### src/rtl/seq_divider.sv
// Sequential restoring shift-subtract divider: 2*WIDTH-bit dividend by WIDTH-bit divisor.
// Retires one quotient bit per cycle; divide-by-zero and overflow short-circuit to DONE.
module seq_divider #(
    parameter int WIDTH = 8
) (
    input  logic                 clk,
    input  logic                 reset,
    input  logic                 start,
    input  logic [2*WIDTH-1:0]   dividend,
    input  logic [WIDTH-1:0]     divisor,
    output logic                 busy,
    output logic                 done,
    output logic [WIDTH-1:0]     quotient,
    output logic [WIDTH-1:0]     remainder,
    output logic                 div_zero,
    output logic                 overflow,
    output logic [1:0]           state_dbg
);
    localparam int CW = $clog2(WIDTH + 1);

    // Handshake: start is sampled only in IDLE; done pulses for one cycle with results
    // already valid on quotient/remainder/flags; busy is high in RUN and DONE.
    typedef enum logic [1:0] {
        ST_IDLE = 2'd0,
        ST_RUN  = 2'd1,
        ST_DONE = 2'd2
    } state_t;

    state_t             state;
    logic [WIDTH:0]     r_reg;
    logic [WIDTH-1:0]   q_reg;
    logic [WIDTH-1:0]   d_reg;
    logic [CW-1:0]      cnt;

    logic [WIDTH:0]     s_val;
    logic [WIDTH:0]     t_val;
    logic               borrow;
    logic [WIDTH:0]     r_next;
    logic [WIDTH-1:0]   q_next;

    assign state_dbg = state;

    always_comb begin
        s_val  = {r_reg[WIDTH-1:0], q_reg[WIDTH-1]};
        t_val  = s_val - {1'b0, d_reg};
        // R[W] stays 0 because R < D after every step; keeping it in the test costs nothing.
        borrow = (s_val < {1'b0, d_reg}) && !r_reg[WIDTH];
        r_next = t_val;
        q_next = {q_reg[WIDTH-2:0], 1'b1};
        if (borrow) begin
            r_next = s_val;
            q_next = {q_reg[WIDTH-2:0], 1'b0};
        end
    end

    always_ff @(posedge clk or negedge reset) begin
        if (!reset) begin
            state     <= ST_IDLE;
            busy      <= 1'b0;
            done      <= 1'b0;
            quotient  <= '0;
            remainder <= '0;
            div_zero  <= 1'b0;
            overflow  <= 1'b0;
            r_reg     <= '0;
            q_reg     <= '0;
            d_reg     <= '0;
            cnt       <= '0;
        end else begin
            done <= 1'b0;
            case (state)
                ST_IDLE: begin
                    if (start) begin
                        d_reg <= divisor;
                        r_reg <= {1'b0, dividend[2*WIDTH-1:WIDTH]};
                        q_reg <= dividend[WIDTH-1:0];
                        busy  <= 1'b1;
                        if (divisor == '0) begin
                            div_zero  <= 1'b1;
                            overflow  <= 1'b0;
                            quotient  <= '1;
                            remainder <= '0;
                            done      <= 1'b1;
                            state     <= ST_DONE;
                        end else if (dividend[2*WIDTH-1:WIDTH] >= divisor) begin
                            div_zero  <= 1'b0;
                            overflow  <= 1'b1;
                            quotient  <= '1;
                            remainder <= '0;
                            done      <= 1'b1;
                            state     <= ST_DONE;
                        end else begin
                            div_zero <= 1'b0;
                            overflow <= 1'b0;
                            cnt      <= CW'(WIDTH);
                            state    <= ST_RUN;
                        end
                    end
                end
                ST_RUN: begin
                    r_reg <= r_next;
                    q_reg <= q_next;
                    cnt   <= cnt - CW'(1);
                    if (cnt == CW'(1)) begin
                        quotient  <= q_next;
                        remainder <= r_next[WIDTH-1:0];
                        done      <= 1'b1;
                        state     <= ST_DONE;
                    end
                end
                ST_DONE: begin
                    busy  <= 1'b0;
                    state <= ST_IDLE;
                end
                default: begin
                    busy  <= 1'b0;
                    state <= ST_IDLE;
                end
            endcase
        end
    end

endmodule
### config.mk
export PLATFORM = sky130hd
export DESIGN_NAME = seq_divider
export DESIGN_NICKNAME = d
export VERILOG_FILES = /design/src/rtl/seq_divider.sv
export SDC_FILE = /design/constraint.sdc
export NUM_CORES = 1
export LEC_CHECK = 0
export CORE_ASPECT_RATIO = 0.5
export CORE_MARGIN = 5
export CORE_UTILIZATION = 55
export DETAILED_ROUTE_END_ITERATION = 10
export DONT_BUFFER_PORTS = 1
export PLACE_DENSITY = 0.78
export SETUP_SLACK_MARGIN = 0.02
export SLEW_MARGIN = 40
export SYNTH_ARGS = -nofsm -noshare
export SYNTH_HDL_FRONTEND = slang
export SYNTH_SLANG_ARGS = --single-unit
### constraint.sdc
create_clock -name clk -period 1.9 [get_ports clk]
set_input_delay 0.475 -clock clk [delete_from_list [all_inputs] [get_ports clk]]
set_output_delay 0.475 -clock clk [all_outputs]
set_load 0.05 [all_outputs]
==> reports/qor.yml <==
run_status:
  status: "complete, but fails checks"
  violations: "hold timing, setup timing"
setup_path:
  crit_chain: "buf_4, fa_2, a211oi_2, o21ai_1, o211ai_1, a21oi_2, or4_1, nand3_1"
  worst-setup-path-type: "reg -> reg"
  critPathCaptureType: "flop"
  reg2reg_to: "r_reg[8]$_DFFE_PN0P_"
  crit_family: "compound AO/OA/AOI/OAI gates"
  arrival_ps: 2410
  cp_max_fo: 3
  required_ps: 2150
  slowest_delay_ps: 440
  ff2ff_path_depth: 8
  r2r_slack_ps: -260
  r2r-start: "r_reg[0]$_DFFE_PN0P_"
  start_kind: "flop"
  worst_path_max_delay_cell: "dfrtp_1"
  crit_buf_inv: 1
placed_design:
  numPlacedInstances: 391
  place.gp.congestion: 0.9331
  portBuffers: 0
  dp_hpwl_um: 5600
  placed_area_um2: 3258
  dp_slack_ps: -250.4
min_path:
  holdCritPathClass: "in -> async"
logic_synthesis:
  yosysUniqueCellTypes: 52
  synth_async_sr_flop_share: 1.000
  ys.flop_type: "dfrtp_1"
  yosys.area.top_type: "dfrtp_1"
  synth_edf_count: 0
  synth_area_um2: 2828
  netlist_instances: 297
  ys_seq_elements: 51
  ys_top_cells_by_area: "dfrtp_1 (45%), ha_1 (8.0%), nand2_1 (5.4%), inv_1 (3.8%), o21ai_0 (3.0%)"
  synth_commonest_cells: "dfrtp_1 (51), nand2_1 (41), inv_1 (29)"
  syn-num-nets: 343
  yosysMostFrequentCell: "dfrtp_1"
  yosysWarnings: 0
  synth.avg_cell_area_um2: 9.521
  synth-seq-area-share: 0.4513
  synth_top_area_frac: 0.4513
layout:
  antenna_cells: 0
  stdcell_count: 409
  area_delta_synth_final_pct: 29.03
  fin_area_um2: 3649
  n_fill_cell: 319
  layout-drive-gt1-share: 0.3186
  largest_reg_flops: 9
  fin_nets: 384
  seq_area_um2: 1276
  multi_input_area_um2: 1645
floorplanning:
  fp-row-count: 18
  coreArea_um2: 4955
  dieArea_um2: 6762
  die_w_um: 111.4
  die_y_um: 60.70
  io_pins: 49
  start_util: 0.5707
power:
  peakVddDrop_mv: 0.9322
  p_per_area_nw_per_um2: 2252
  leakagePower_nw: 1.590
detailed_routing:
  drc: 0
  first_iter_violations: 213
  finalWirelength_um: 8574
  postRouteAntennaNets: 0
  vias_per_cell: 6.191
  num_vias: 2532
  first_pass_iters: 5
  routedWlPerCell_um: 20.96
sta:
  finalHoldViolations: 2
  fmax_mhz: 463.2
  whs_ps: -5.155
  finalCriticalPeriod_ps: 2159
  slew_viol_final: 0
  grt_setup_unrepaired: "yes"
  fin_crit_sh: 1.136
  worst_pin_slew_ps: 505.5
  setup_slack_ps: -259.1
  timing.slew.headroom: 0.6630
  finClkSkew_ps: 7.510
  setup_viol: 15
run:
  max-cap-violations: 0
clocking:
  path_clk_slew_ps: 100
  cts_tree: "built"
  cts_buffer_depth: 2
  cts.sinks: 51
  htree_levels: 2
  numCtsBuffers: 5
  cts_root_buf: "clkbuf_8"
  clk_latency_ps: 310
grt:
  grt_pass1_wl_um: 13500
  track_usage: 0.2601
  grt_max_degree: 52
  grt_pass1_vias: 2584
  antenna_found_initial: 0
  gr-total-overflow: 0
[cell families after synthesis]
logic type | synth area share
XOR/XNOR | 0.01239
multiplexers | 0.04115
AO/OA/AOI/OAI | 0.1987
buffers and inverters | 0.06681
AND/OR/NAND/NOR | 0.1429
flip-flops | 0.4513
adder cells (fa/ha/maj) | 0.08673
[worst max-delay path by stage]
| stage | start | end | slack (ps) | depth (start not counted) |
|---|---|---|---|---|
| finish | r_reg[0]$_DFFE_PN0P_ | r_reg[8]$_DFFE_PN0P_ | -260 | 8 |
| global placement | divisor[3] | quotient[0]$_DFFE_PN0P_ | -240 | 8 |
| CTS | q_reg[7]$_DFFE_PN0P_ | r_reg[8]$_DFFE_PN0P_ | -260 | 10 |
| floorplan | dividend[8] | quotient[0]$_DFFE_PN0P_ | -170 | 9 |
| detailed placement | divisor[5] | remainder[5]$_DFFE_PN0P_ | -250 | 8 |
| global route | q_reg[7]$_DFFE_PN0P_ | r_reg[8]$_DFFE_PN0P_ | -380 | 10 |
[per-layer routing]
| metal | up-vias | GRT usage | routed length, um |
|---|---|---|---|
| li1 | 1128 | - | - |
| met1 | 1243 | 0.3232 | 3491 |
| met2 | 132 | 0.4336 | 4054 |
| met3 | 29 | 0.08068 | 769 |
| met4 | 0 | 0.1161 | 259 |
| met5 | - | 0 | 0 |
[cells in the final DEF, fill, tap and decap left out, types with 8 or more instances in the layout]
cell type,synthesis,layout
ha_4,0,8
nand2_1,41,41
buf_4,2,41
ha_1,18,10
o21ai_1,5,8
a31oi_1,9,9
inv_1,29,20
o21ai_0,17,14
nor2_1,18,18
dfrtp_1,51,51
o22a_1,8,8
inv_2,1,8
[per-stage QoR]
stage,setup TNS (ps),util,power [mW]
detailed placement,-4693,0.6576,6.161
global placement,-3907,0.6576,5.987
floorplan,-1589,-,4.953
CTS,-1601,0.7157,7.621
finish,-2145,0.7364,8.218
global route,-3159,0.7364,8.658
[repair_timing]
action	in CTS	in global routing
pin swaps	25	13
hold buffers	1	0
buffers inserted	5	4
endpoints found under the hold margin	51	0
gates cloned	1	0
endpoints found under the setup margin	19	23
resized for setup	23	13
[layout make-up]
type	count	share of cell area
sequential	51	0.3498
clock inverter	2	0.01063
clock buffer	6	0.01989
tap	70	0.02401
multi-input combinational	203	0.4510
timing repair buffer	47	0.1097
inverter	30	0.03498
[where the power goes]
part           switching, mW  leakage [nW]  internal [mW]  total [mW]
Clock                  0.394        0.0558          0.399       0.793
Sequential             0.860         0.597           1.55        2.41
Combinational           2.63         0.937           2.38        5.01
(Power assumes the default switching activity.)
